===== src/rtl/uart_rx_ctrl_if.sv =====
// Signal bundle between the UART receive frame sequencer and the line/sampler/checker side.
// The master modport is the sequencer; the slave modport is everything around it.
interface uart_rx_ctrl_if #(
  parameter int Prescale_Width = 6
);
  logic                      rx_in;
  logic                      par_en;
  logic [Prescale_Width-1:0] prescale;
  logic                      strt_glitch;
  logic                      par_err;
  logic                      stp_err;
  logic [Prescale_Width-1:0] edge_cnt;
  logic [3:0]                bit_cnt;
  logic                      dat_samp_en;
  logic                      strt_chk_en;
  logic                      deser_en;
  logic                      par_chk_en;
  logic                      stp_chk_en;
  logic                      data_valid;
  logic                      frame_err;
  logic                      busy;

  modport master (
    input  rx_in, par_en, prescale, strt_glitch, par_err, stp_err,
    output edge_cnt, bit_cnt, dat_samp_en, strt_chk_en, deser_en,
           par_chk_en, stp_chk_en, data_valid, frame_err, busy
  );

  modport slave (
    output rx_in, par_en, prescale, strt_glitch, par_err, stp_err,
    input  edge_cnt, bit_cnt, dat_samp_en, strt_chk_en, deser_en,
           par_chk_en, stp_chk_en, data_valid, frame_err, busy
  );
endinterface


===== src/rtl/uart_rx_ctrl.sv =====
// UART receive frame sequencer: walks start/data/parity/stop bits at the latched
// oversampling ratio, strobes the checkers and deserializer, and judges each frame.
module uart_rx_ctrl #(
  parameter int Data_Width     = 8,
  parameter int Prescale_Width = 6
) (
  input  logic           clk,
  input  logic           rst,
  uart_rx_ctrl_if.master bus
);

  typedef enum logic [2:0] {IDLE, START, DATA, PARITY, STOP, OUT} state_t;

  localparam logic [3:0]                LastData = 4'(Data_Width);
  localparam logic [Prescale_Width-1:0] MinPs    = Prescale_Width'(4);

  state_t                    state, next_state;
  logic [Prescale_Width-1:0] edge_q, edge_d;
  logic [Prescale_Width-1:0] ps_q, ps_d;
  logic [Prescale_Width-1:0] ps_last, ps_chk;
  logic [3:0]                bit_q, bit_d;
  logic                      err_q, err_d;
  logic                      ferr_q, ferr_d;
  logic                      last_edge;

  assign ps_last   = ps_q - Prescale_Width'(1);
  assign ps_chk    = ps_q - Prescale_Width'(2);
  assign last_edge = (edge_q == ps_last);

  always_ff @(posedge clk) begin
    if (rst) begin
      state  <= IDLE;
      edge_q <= '0;
      bit_q  <= '0;
      ps_q   <= MinPs;
      err_q  <= 1'b0;
      ferr_q <= 1'b0;
    end else begin
      state  <= next_state;
      edge_q <= edge_d;
      bit_q  <= bit_d;
      ps_q   <= ps_d;
      err_q  <= err_d;
      ferr_q <= ferr_d;
    end
  end

  // Every bit lasts exactly PS cycles; decisions are taken on the last edge of a bit,
  // one cycle after the matching checker was strobed, so its registered result is ready.
  always_comb begin
    next_state = state;
    edge_d     = edge_q;
    bit_d      = bit_q;
    ps_d       = ps_q;
    err_d      = err_q;
    ferr_d     = 1'b0;

    case (state)
      IDLE, OUT: begin
        edge_d = '0;
        bit_d  = '0;
        if (state == OUT) begin
          err_d = 1'b0;
        end
        if (!bus.rx_in) begin
          next_state = START;
          ps_d       = (bus.prescale < MinPs) ? MinPs : bus.prescale;
        end else begin
          next_state = IDLE;
        end
      end

      default: begin
        if (last_edge) begin
          edge_d = '0;
          bit_d  = bit_q + 4'd1;
        end else begin
          edge_d = edge_q + Prescale_Width'(1);
        end

        case (state)
          START: begin
            if (last_edge) begin
              if (bus.strt_glitch) begin
                next_state = IDLE;
                bit_d      = '0;
              end else begin
                next_state = DATA;
              end
            end
          end
          DATA: begin
            if (last_edge && (bit_q == LastData)) begin
              next_state = bus.par_en ? PARITY : STOP;
            end
          end
          PARITY: begin
            if (last_edge) begin
              err_d      = bus.par_err;
              next_state = STOP;
            end
          end
          STOP: begin
            if (last_edge) begin
              bit_d = '0;
              if (bus.stp_err || err_q) begin
                ferr_d     = 1'b1;
                err_d      = 1'b0;
                next_state = IDLE;
              end else begin
                next_state = OUT;
              end
            end
          end
          default: ;
        endcase
      end
    endcase
  end

  assign bus.edge_cnt    = edge_q;
  assign bus.bit_cnt     = bit_q;
  assign bus.dat_samp_en = (state == START) || (state == DATA) ||
                           (state == PARITY) || (state == STOP);
  assign bus.strt_chk_en = (state == START)  && (edge_q == ps_chk);
  assign bus.deser_en    = (state == DATA)   && last_edge;
  assign bus.par_chk_en  = (state == PARITY) && (edge_q == ps_chk);
  assign bus.stp_chk_en  = (state == STOP)   && (edge_q == ps_chk);
  assign bus.data_valid  = (state == OUT);
  assign bus.frame_err   = ferr_q;
  assign bus.busy        = (state != IDLE);

endmodule


===== src/flat_wrapper.sv =====
// flat-port wrapper written by rule: the top's interface ports become plain ports
module uart_rx_ctrl_flat 
#(
  parameter int Data_Width     = 8,
  parameter int Prescale_Width = 6
)
  (clk, rst, bus_rx_in, bus_par_en, bus_prescale, bus_strt_glitch, bus_par_err, bus_stp_err, bus_edge_cnt, bus_bit_cnt, bus_dat_samp_en, bus_strt_chk_en, bus_deser_en, bus_par_chk_en, bus_stp_chk_en, bus_data_valid, bus_frame_err, bus_busy);
  uart_rx_ctrl_if #(.Prescale_Width(Prescale_Width)) bus_i ();
  input  logic clk;
  input  logic rst;
  input wire logic [$bits(bus_i.rx_in)-1:0] bus_rx_in;
  input wire logic [$bits(bus_i.par_en)-1:0] bus_par_en;
  input wire logic [$bits(bus_i.prescale)-1:0] bus_prescale;
  input wire logic [$bits(bus_i.strt_glitch)-1:0] bus_strt_glitch;
  input wire logic [$bits(bus_i.par_err)-1:0] bus_par_err;
  input wire logic [$bits(bus_i.stp_err)-1:0] bus_stp_err;
  output wire logic [$bits(bus_i.edge_cnt)-1:0] bus_edge_cnt;
  output wire logic [$bits(bus_i.bit_cnt)-1:0] bus_bit_cnt;
  output wire logic [$bits(bus_i.dat_samp_en)-1:0] bus_dat_samp_en;
  output wire logic [$bits(bus_i.strt_chk_en)-1:0] bus_strt_chk_en;
  output wire logic [$bits(bus_i.deser_en)-1:0] bus_deser_en;
  output wire logic [$bits(bus_i.par_chk_en)-1:0] bus_par_chk_en;
  output wire logic [$bits(bus_i.stp_chk_en)-1:0] bus_stp_chk_en;
  output wire logic [$bits(bus_i.data_valid)-1:0] bus_data_valid;
  output wire logic [$bits(bus_i.frame_err)-1:0] bus_frame_err;
  output wire logic [$bits(bus_i.busy)-1:0] bus_busy;
  assign bus_i.rx_in = bus_rx_in;
  assign bus_i.par_en = bus_par_en;
  assign bus_i.prescale = bus_prescale;
  assign bus_i.strt_glitch = bus_strt_glitch;
  assign bus_i.par_err = bus_par_err;
  assign bus_i.stp_err = bus_stp_err;
  assign bus_edge_cnt = bus_i.edge_cnt;
  assign bus_bit_cnt = bus_i.bit_cnt;
  assign bus_dat_samp_en = bus_i.dat_samp_en;
  assign bus_strt_chk_en = bus_i.strt_chk_en;
  assign bus_deser_en = bus_i.deser_en;
  assign bus_par_chk_en = bus_i.par_chk_en;
  assign bus_stp_chk_en = bus_i.stp_chk_en;
  assign bus_data_valid = bus_i.data_valid;
  assign bus_frame_err = bus_i.frame_err;
  assign bus_busy = bus_i.busy;
  uart_rx_ctrl #(.Data_Width(Data_Width), .Prescale_Width(Prescale_Width)) u_core (.clk(clk), .rst(rst), .bus(bus_i));
endmodule

===== config.mk =====
export PLATFORM = sky130hd
export DESIGN_NAME = uart_rx_ctrl_flat
export DESIGN_NICKNAME = d
export VERILOG_FILES = /design/src/rtl/uart_rx_ctrl_if.sv /design/src/rtl/uart_rx_ctrl.sv /design/src/flat_wrapper.sv
export SDC_FILE = /design/constraint.sdc
export NUM_CORES = 1
export LEC_CHECK = 0
export BUFFER_PORTS_ARGS = -buffer_cell sky130_fd_sc_hd__buf_4
export CORE_MARGIN = 2
export CORE_UTILIZATION = 48
export DETAILED_ROUTE_END_ITERATION = 12
export GPL_TIMING_DRIVEN = 1
export PLACE_DENSITY = 0.75
export SLEW_MARGIN = 20
export SYNTH_ARGS = -nofsm -noshare
export SYNTH_HDL_FRONTEND = slang
export SYNTH_SLANG_ARGS = --single-unit

===== constraint.sdc =====
create_clock -name clk -period 2.4 [get_ports clk]
set_input_delay 0.12 -clock clk [delete_from_list [all_inputs] [get_ports clk]]
set_output_delay 0.12 -clock clk [all_outputs]
set_load 0.03 [all_outputs]

# Yosys cells after proc, flatten, opt, wreduce, memory -nomap -nowiden
# Index checks and enable logic that the tools add are counted.
# totals
register_bits	21
input_bits	13
out_inout_bits	18
# classes
n_addsub	4
magnitude_cmp	1
eq_ne	14
muxes	23
bitwise_logic	3
reduce_logical	20
# op_table
op	n
$mux 3	7
$mux 4	4
$ne 3x2->1 const B	5
$eq 6x6->1	2
$pmux 3 s4	1
$reduce_and 5->1	2
$pmux 4 s2	1
$mux 1	7
$add 6x1->6 const B	1
$eq 3x2->1 const B	2
$eq 3x3->1 const B	2
$lt 6x3->1 const B	1
$mux 6	1
$reduce_bool 3->1	2
$sub 6x1->6 const B	1
$sub 6x2->6 const B	1
$logic_and 1x1->1	5
$reduce_bool 5->1	1
$reduce_or 5->1	1
$add 4x1->4 const B	1
$eq 4x4->1 const B	1
$logic_or 1x1->1	4
$reduce_or 4->1	1
$eq 3x1->1 const B	1
other kinds (8)	10

# Logic depth before layout (Yosys ltp)
# Gate-level depths: netlist of the first run.
# depth
ltp_word	6
ltp_mapped	12
ltp_nobuf	10

# Worst setup path after synthesis of the first run
# Ideal clock, no wire load.
# synth_timing
path_type	flip-flop to output port
from	reg u_core.ps_q[1]
to	out bus_deser_en
arrival_ps	2368
required_ps	2280
slack_ps	-88
stages_incl_launch_ff	10
path_cell_list	dfxtp_1 inv_1 ha_1 a21boi_2 nand2_1 xor2_1 a2111o_1 buf_6 buf_2 nor3_1
# synth_via
elab_chain_cells	3
# synth_lines
item	line	rtl
from (decl)	uart_rx_ctrl.sv:19	logic [Prescale_Width-1:0] ps_q, ps_d;
from (signal assigned)	uart_rx_ctrl.sv:35	ps_q <= MinPs;
from (signal assigned)	uart_rx_ctrl.sv:42	ps_q <= ps_d;
$sub 6x1->6	uart_rx_ctrl.sv:26	assign ps_last = ps_q - Prescale_Width'(1);
$eq 6x6->1	uart_rx_ctrl.sv:28	assign last_edge = (edge_q == ps_last);
$logic_and 1x1->1	uart_rx_ctrl.sv:126	assign bus.deser_en = (state == DATA) && last_edge;
to (decl)	flat_wrapper.sv:21	output wire logic [$bits(bus_i.deser_en)-1:0] bus_deser_en;
# Every way passes these cells.

# Worst setup path after layout of the first run
# layout_timing
from	reg u_core.ps_q[1]
to	reg u_core.err_q
# layout_via
elab_chain_cells	4
# layout_lines
item	line	rtl
$sub 6x1->6 *	uart_rx_ctrl.sv:26	
$eq 6x6->1 *	uart_rx_ctrl.sv:28	
$ne 3x2->1 (no source line)	--	
$reduce_and 5->1 (no source line) *	--	
to (signal assigned)	uart_rx_ctrl.sv:43	err_q <= err_d;
to (decl)	uart_rx_ctrl.sv:22	logic err_q, err_d;
# Every way passes the cells marked *; elsewhere a longest branch is shown, timed or not.
# A chain may end at the register's enable or synchronous reset.

==> results of run 1 <==
layout make-up:
class                           instances  area, µm²  share of cell area (%)
Clock buffer                            4       26.3                    1.43
Inverter                                8       35.0                    1.90
Multi-Input combinational cell        140        971                    52.7
Sequential cell                        21        425                    23.1
Tap cell                               31       38.8                    2.11
Timing Repair Buffer                   45        345                    18.7
where the power goes:
| group | internal (mW) | switching, mW |
|---|---|---|
| clock | 0.0649 | 0.107 |
| sequential | 0.358 | 0.0153 |
| combinational | 0.0808 | 0.0904 |
kinds of logic after synthesis:
kind of cell	synth area share (%)
simple gates	27.6
compound gates	17.7
flops	30.1
buf+inv	5.91
xor+xnor	8.78
fa+ha+maj	6.27
mux	3.58
how the worst min path moves through the flow:
| stage | start | endpoint | slack, ns | cells after the start |
|---|---|---|---|---|
| floorplan | bus_prescale[3] | u_core.ps_q[3] | 0.27 | 2 |
| global placement | bus_prescale[3] | u_core.ps_q[3] | 0.37 | 3 |
| detailed placement | bus_prescale[1] | u_core.ps_q[1] | 0.38 | 3 |
| CTS | bus_prescale[1] | u_core.ps_q[1] | 0.05 | 3 |
| global route | rst | u_core.state[2] | 0.05 | 2 |
| finish | bus_prescale[4] | u_core.ps_q[4] | 0.06 | 3 |
worst min-delay path: cells and delay by family:
kind                   cells  cell delay, ns
multiplexers               1            0.06
AND/OR/NAND/NOR            1            0.07
buffers and inverters      1            0.08
flip-flops by register name, indices dropped and copies added, names as in the netlist:
| register | count |
|---|---|
| u_core.bus.edge_cnt | 6 |
| u_core.state | 3 |
| u_core.ps_q | 6 |
| u_core.bus.bit_cnt | 4 |
| u_core.bus.frame_err | 1 |
| u_core.err_q | 1 |
cell usage in the layout, fill, tap and decap left out, types with 4 or more instances in the layout:
master,count
inv_1,6
nand3_1,5
o21ai_0,7
o211ai_1,5
xor2_1,7
mux2i_1,5
or3_1,4
nor2_1,26
dfxtp_1,19
buf_4,43
nand2_1,15
a31oi_1,4
xnor2_1,7
a21oi_1,8
cells in the mapped netlist (all sizes together) (4+ instances only):
cell type and number:
or3 4, nor2 27, nor3 5, dfxtp 21, o211ai 5, ha 7
nand2 15, inv 8, buf 5, o21ai 7, clkbuf 5, xnor2 7
a31oi 4, xor2 7, a21oi 8, nand3 5, a211oi 4, mux2i 5
through the flow:
stage | instances | hold WS [ns] | area, µm²
finish | 249 | 0.0557 | 1840
global route | 249 | 0.0455 | 1840
CTS | 241 | 0.0489 | 1720
detailed placement | 235 | 0.377 | 1650
global placement | 235 | 0.367 | 1650
floorplan | 179 | 0.267 | 1400
layer usage:
metal	wire (µm)	track usage, %	vias up
met5	0	0	-
met4	63	6.98	0
met3	226	4.91	8
met2	1830	35.1	48
met1	1560	26.7	681
li1	-	-	713
repair_timing:
item / in CTS / in global routing
pin swaps: 2 / 9
buffers inserted: 2 / 8
resized for setup: 7 / 14
setup endpoints to repair: 8 / 6
==> results.toml, run 1 <==
[drt]
ant_nets = 0
drtPass1Iterations = 4
drc_errors = 0
vias_per_cell = 5.82
wl_per_cell_um = 14.7
drt_iter0_markers = 46
routed-via-count = 1450
drt-total-wl_um = 3670

[finish]
final_util_pct = 66.8
fill_cells = 224
area_delta_synth_final_pct = 31.9
diodes = 0
nets = 239
layout-drive-gt1-share_pct = 29.4

[timing]
rsz0062_at_grt = "yes"
hold_viol = 0
setup_tns_ns = 0
tightestPinTransition_ns = 0.474
layout_setup_ws_ns = 0.00237
report.final.slew_viol_count = 0
max_freq_mhz = 417
max-slew-margin-rel_pct = 68.3
min_period_ns = 2.40
setup_viol = 0
min_period_over_period_pct = 99.9
fin_skew_ns = 0.00328

[floorplan]
core_area_mm2 = 0.00276
dieHeight_um = 57.9
ios = 31
rows = 19
die-area_mm2 = 0.00336
initial_core_util_pct = 50.6
die_width_um = 57.9

[worst_setup_path]
cp-end-kind = "flip-flop"
worstPathMaxFanout = 6
r2r_slack_ns = 0.002
worst-path-stages = 11
slowest_stage = "a2111o_1"
r2r_end = "u_core.err_q"
critical_path_class = "flip-flop to flip-flop"
crit_path_max_incr_delay_ns = 0.44
crit_family = "compound AO/OA/AOI/OAI gates"
start_kind = "flip-flop"
crit_chain = "inv_6, ha_4, a21boi_4, nand2_1, xor2_1, a2111o_1, buf_6, buf_4, buf_4, or3_1, a31oi_1"
crit_top_cell = "buf_4"
cp.required_ns = 2.65
crit_start = "u_core.ps_q[1]"
cp.arrival_ns = 2.64
endpoint = "u_core.err_q"
reg2reg_from = "u_core.ps_q[1]"
reg2regPathDepth = 11
critPathBufInv = 4

[synthesis]
yosys_warnings = 0
synth_edf_count = 0
syn-cell-area_mm2 = 0.00140
yosys_most_used_dff = "dfxtp_1"
synth.distinct_cells = 41
async_flop_share_pct = 0
syn_nets = 199
synth_top_area_share_pct = 30.1
postSynthCellCount = 179
yosys-top-cells-area = "dfxtp_1 30%, nor2_1 7.3%, ha_1 6.3%"
synth_seq_cells = 21
seq_area_frac_synth_pct = 30.1
synth_area_per_cell_um2 = 7.80
yosysTopAreaCell = "dfxtp_1"

[power]
powerDensity_mw_per_mm2 = 389
p_leak_nw = 0.737
ir_worst_vdd_uv = 330
p_total_uw = 717

[global_routing]
grt_pass1_vias = 1228
grt_usage_pct = 21.0
grt_first_pass_wirelength_um = 5530
antenna_found_initial = 0
grt_max_degree = 20
overflow = 0

[place]
io_buffer_count = 30
dp_hpwl_um = 2600
place_ws_ns = -0.0773
gp_congestion = 0.924

[cts]
cts_sinks = 21
postCtsHoldBufs = 0
cts_tree = "yes"
clkTransAtPathRegs_ns = 0.11
clk_latency_ns = 0.31
ctsHtreeMaxLevel = 1
cts-buffers-inserted = 3
clk_path_buf_depth = 2
cts-root-buf = "clkbuf_4"

[min_path]
hold_path.class = "input port to flip-flop"

[flow_run]
max-cap-violations = 0

[outcome]
status = "finished, final reports clean"
(Power assumes the default switching activity.)
==> run 2, diff against run 1 <==
--- a/config.mk
+++ b/config.mk
@@ -6,4 +6,5 @@
 export NUM_CORES = 1
 export LEC_CHECK = 0
+export ABC_AREA = 1
 export BUFFER_PORTS_ARGS = -buffer_cell sky130_fd_sc_hd__buf_4
 export CORE_MARGIN = 2
==> constraint.sdc (replaced) <==
create_clock -name clk -period 2.4 [get_ports clk]
set_input_delay 0.12 -clock clk [delete_from_list [all_inputs] [get_ports clk]]
set_output_delay 0.12 -clock clk [all_outputs]
set_load 0.1 [all_outputs]
==> run 2 against run 1 <==
  * Clock power rose by 3%
  * Via count rose by 1.7%
  * Clock skew rose by 0.0016 ns
  * Cell area fell by 3.3%
  * Total power rose by 150%
  * Worst hold slack improved by 0.039 ns
  * Critical path depth did not move
  * Final cell count rose by 17%
  * Setup slack improved by 0.16 ns
  * Sequential power rose by 29%
  * Critical path type is now flip-flop to primary output
==> results.toml, run 2 <==
[worst_setup_path]
worstPathMaxFanout = 9
crit_chain = "inv_2, ha_2, inv_1, nand2_1, nand2_1, nor2_1, nand2_1, nor2_4, nand3_4, nor2_2, buf_8"
cp.required_ns = 2.28
crit_top_cell = "nand2_1"
cp-end-kind = "primary output"
crit_family = "simple AND/OR/NAND/NOR gates"
critPathBufInv = 3
r2r_slack_ns = 0.20
start_kind = "flip-flop"
crit_path_max_incr_delay_ns = 0.44
critical_path_class = "flip-flop to primary output"
cp.arrival_ns = 2.12
slowest_stage = "dfxtp_1"

[floorplan]
rows = 19
dieHeight_um = 58.7
die-area_mm2 = 0.00345
die_width_um = 58.7
initial_core_util_pct = 51.2
core_area_mm2 = 0.00281
ios = 31

[drt]
drc_errors = 0
drt-total-wl_um = 3230
routed-via-count = 1474
ant_nets = 0
drt_iter0_markers = 54
vias_per_cell = 5.07
wl_per_cell_um = 11.1
drtPass1Iterations = 4

[synthesis]
synth_xor_area_share_pct = 6.10
syn_nets = 245
yosys-top-cells-area = "dfxtp_1 29%, nand2_1 15%, nor2_1 9.1%"
synth_top_area_share_pct = 29.3
async_flop_share_pct = 0
synth_fa_ha_area_share_pct = 6.10
yosys_most_used_dff = "dfxtp_1"
synth_seq_cells = 21
postSynthCellCount = 225
yosys_warnings = 0
synth.distinct_cells = 27
synth-compound-area-share_pct = 11.3
seq_area_frac_synth_pct = 29.3
syn-cell-area_mm2 = 0.00144
synthTopCellsByCount = "57 x nand2_1, 35 x nor2_1, 31 x inv_1"
synth_top_family_by_area = "simple AND/OR/NAND/NOR gates"
muxShareOfSynthArea_pct = 0
synth_area_per_cell_um2 = 6.38
synth_edf_count = 0
yosysTopAreaCell = "dfxtp_1"
synthSimpleGateAreaFrac_pct = 37.5
yosysMostFrequentCell = "nand2_1"

[outcome]
status = "finished, final reports clean"

[finish]
final_util_pct = 63.5
finalInstanceArea_mm2 = 0.00178
final_cell_mix = "57 x nand2_1, 30 x inv_1, 30 x nor2_1, 29 x buf_4, 19 x dfxtp_1"
final_common_cell = "nand2_1"
diodes = 0
nets = 281
layout-drive-gt1-share_pct = 21.5
area_delta_synth_final_pct = 24.0

[cts]
clkTransAtPathRegs_ns = 0.12
ctsHtreeMaxLevel = 1
cts_sinks = 21
cts-root-buf = "clkbuf_4"
cts-buffers-inserted = 3
clk_path_buf_depth = 2
cts_tree = "yes"
clk_latency_ns = 0.31

[global_routing]
grt_usage_pct = 20.3
antenna_found_initial = 0
grt_max_degree = 12
grt_pass1_vias = 1302
overflow = 0
grt_first_pass_wirelength_um = 5410

[timing]
hold_viol = 0
rsz0062_at_grt = "no"
max-slew-margin-rel_pct = 73.8
fin_skew_ns = 0.00484
setup_viol = 0
holdWs_ns = 0.0950
min_period_over_period_pct = 93.1
tightestPinTransition_ns = 0.390
min_period_ns = 2.24
report.final.slew_viol_count = 0
max_freq_mhz = 447

[power]
p_leak_nw = 0.830
powerDensity_mw_per_mm2 = 998
p_total_mw = 1.78
ir_worst_vdd_uv = 828

[place]
postPlaceCellArea_mm2 = 0.00173
dp_hpwl_um = 2640
gp_congestion = 0.807
io_buffer_count = 30

[flow_run]
max-cap-violations = 0

[min_path]
hold_path.class = "input port to flip-flop"
-- run 2: tightest hold or removal path: stages --
cell	delay (ns)
buf_4	0.08
o21ai_0	0.07
a21oi_1	0.10
-- run 2: per-layer routing --
metal	up-vias	routed length, µm	global-route usage, %
met4	0	17	3.90
met3	2	115	3.96
met2	22	1640	36.9
met1	661	1460	24.8
met5	-	0	0
li1	789	-	-
-- run 2: worst paths after layout --
path / from / cells after the start / endpoint
setup / recovery: u_core.ps_q[0] / 11 / bus_deser_en
hold / removal: bus_prescale[5] / 3 / u_core.ps_q[5]
setup reg to reg: u_core.ps_q[0] / 13 / u_core.bus.bit_cnt[0]
hold reg to reg: u_core.err_q / 2 / u_core.err_q
-- run 2: cells by family after synthesis --
logic type	after synthesis
buffers and inverters	37
AND/OR/NAND/NOR	123
adder cells (fa/ha/maj)	7
AO/OA/AOI/OAI	27
flip-flops	21
XOR/XNOR	10
-- run 2: what timing repair did --
action / CTS / global route
setup endpoints to repair: 0 / 5
hold buffers: 1 / 0
buffers inserted: 0 / 0
endpoints found under the hold margin: 3 / 0
resized for setup: 0 / 5
-- run 2: power by group --
part           internal, mW  switching [mW]
Combinational         0.317           0.799
Sequential            0.415          0.0689
Clock                0.0649           0.113
-- run 2: final cells by class --
type / instances / area [µm²]
fill: 284 / 1020
clock buffer: 4 / 26.3
tap: 31 / 38.8
multi-input combinational: 167 / 912
inverter: 37 / 139
timing repair buffer: 31 / 243
sequential: 21 / 423
-- run 2: through the flow --
step           TNS, ns  setup WS (ns)  instances
5_1_grt              0         0.0101        291
6_report             0          0.165        291
4_1_cts              0         0.0514        291
3_3_place_gp         0          0.275        286
3_5_place_dp         0          0.228        286
2_1_floorplan   -0.165         -0.165        225
==> run 3, diff against run 2 <==
Settings changed: CORE_MARGIN 2 to not set, CORE_UTILIZATION 48 to 45, HOLD_SLACK_MARGIN set to 0.02, PLACE_DENSITY 0.75 to 0.71.
==> run 3 against run 2 <==
  * Sequential cell count is the same
  * Combinational power hardly changed
  * Global-route usage grew 0.46 points
  * Die area shrank 0.71%
  * Non-clock buffer count did not move
  * Via count increased by 1.3%
  * First-iteration DRC count up 17%
  * Cell area increased by 1.9%
  * Critical path type is now flip-flop to flip-flop
  * Highest routed layer unchanged
==> results.toml, run 3 (synthesis gave the netlist of run 2 again) <==
[global_routing]
overflow = 0
grt_max_degree = 12
grt_first_pass_wirelength_um = 5490
grt_usage_pct = 20.7
grt_pass1_vias = 1285
antenna_found_initial = 0

[floorplan]
dieHeight_um = 58.5
core_area_mm2 = 0.00303
rows = 20
die_width_um = 58.5
die-area_mm2 = 0.00342
initial_core_util_pct = 47.4
ios = 31

[min_path]
hold_path.class = "input port to flip-flop"
worstHoldEndpoint = "u_core.ps_q[3]"
hold_depth = 3
min-delay-start = "bus_prescale[3]"

[timing]
fin_skew_ns = 0.0128
max_freq_mhz = 450
max-slew-margin-rel_pct = 75.4
min_period_ns = 2.22
tightestPinTransition_ns = 0.366
report.final.slew_viol_count = 0
hold_viol = 0
min_period_over_period_pct = 92.6
setup_viol = 0
rsz0062_at_grt = "no"
setup_tns_ns = 0

[drt]
drc_errors = 0
wl_per_cell_um = 10.7
drt_iter0_markers = 63
drt-total-wl_um = 3260
routed-via-count = 1493
drtPass1Iterations = 4
vias_per_cell = 4.91
ant_nets = 0

[worst_setup_path]
cp.required_ns = 2.66
cp.arrival_ns = 2.48
slowest_stage = "dfxtp_1"
reg2reg_from = "u_core.ps_q[0]"
crit_start = "u_core.ps_q[0]"
crit_family = "adder cells"
cp-end-kind = "flip-flop"
crit_chain = "inv_2, ha_2, inv_1, nand2_1, nand2_1, nor2_1, nand2_1, nor2_4, nand3_4, ha_1, o21ai_0, o211ai_1, a21oi_1"
reg2regPathDepth = 13
worstPathMaxFanout = 9
start_kind = "flip-flop"
r2r_end = "u_core.bus.bit_cnt[0]"
r2r_slack_ns = 0.18
critical_path_class = "flip-flop to flip-flop"
critPathBufInv = 2
crit_top_cell = "nand2_1"
crit_path_max_incr_delay_ns = 0.42

[power]
p_total_mw = 1.78
ir_worst_vdd_uv = 762
powerDensity_mw_per_mm2 = 983
p_leak_nw = 0.834

[finish]
final_common_cell = "nand2_1"
layout-drive-gt1-share_pct = 21.5
final_cell_mix = "57 x nand2_1, 31 x inv_1, 30 x nor2_1, 26 x buf_4, 18 x dfxtp_1"
fill_cells = 303
regArea_um2 = 424
diodes = 0
nets = 281
multi_input_area_um2 = 912
area_delta_synth_final_pct = 26.4

[cts]
cts_tree = "yes"
cts-root-buf = "clkbuf_4"
ctsHtreeMaxLevel = 1
cts-buffers-inserted = 3
clkTransAtPathRegs_ns = 0.13
cts_sinks = 21
clk_path_buf_depth = 2
clk_latency_ns = 0.31
postCtsSetupBuffers = 0

[place]
dp_hpwl_um = 2560
io_buffer_count = 30
gp_congestion = 0.811

[flow_run]
max-cap-violations = 0

[outcome]
status = "finished, final reports clean"
[run 3: routing by layer]
metal	GRT usage, %	vias up	share of wire, %
li1	-	784	-
met1	28.1	687	48
met2	34.5	18	49
met3	2.64	4	2.3
met4	6.12	0	0.83
met5	0	-	0
[run 3: cell type report]
cell class	count	area share [%]
Timing Repair Buffer	31	14.3
Sequential cell	21	23.4
Multi-Input combinational cell	167	50.2
Tap cell	44	3.03
Clock buffer	4	1.45
Inverter	37	7.65
[run 3: how the worst max path moves through the flow]
stage                                  endpoint  slack, ns  cells after the start
final                     u_core.bus.bit_cnt[0]       0.18                     13
after global routing               bus_deser_en       0.01                     11
after CTS                        bus_stp_chk_en       0.03                      8
after detailed placement  u_core.bus.bit_cnt[0]       0.19                     13
after global placement    u_core.bus.bit_cnt[0]       0.27                     13
after floorplan                    bus_deser_en      -0.16                      8
[run 3: through the flow]
| step | worst slack, ns | hold slack [ns] | utilization (%) | std cells | area, µm² |
|---|---|---|---|---|---|
| 6_report | 0.177 | 0.107 | 60.0 | 304 | 1820 |
| 5_1_grt | 0.0105 | 0.0959 | 60.0 | 304 | 1820 |
| 4_1_cts | 0.0258 | 0.0956 | 58.9 | 304 | 1780 |
| 3_5_place_dp | 0.194 | 0.335 | 57.7 | 299 | 1750 |
| 3_3_place_gp | 0.266 | 0.335 | 57.7 | 299 | 1750 |
| 2_1_floorplan | -0.165 | 0.198 | - | 225 | 1470 |
[run 3: repair_timing]
item                       in CTS  in global routing
setup endpoints to repair       0                  5
hold endpoints to repair        3                  0
hold buffers                    1                  0
gates resized for setup         0                  9
[run 3: report_power, final]
group	internal, mW	switching, mW	total [mW]
clock network	0.0648	0.113	0.178
logic	0.320	0.802	1.12
registers	0.416	0.0676	0.484
[run 3: tightest hold or removal path: cells and delay by family]
| kind | cells | cell delay [ns] |
|---|---|---|
| AOI/OAI and AO/OA | 2 | 0.17 |
| buffers and inverters | 1 | 0.08 |
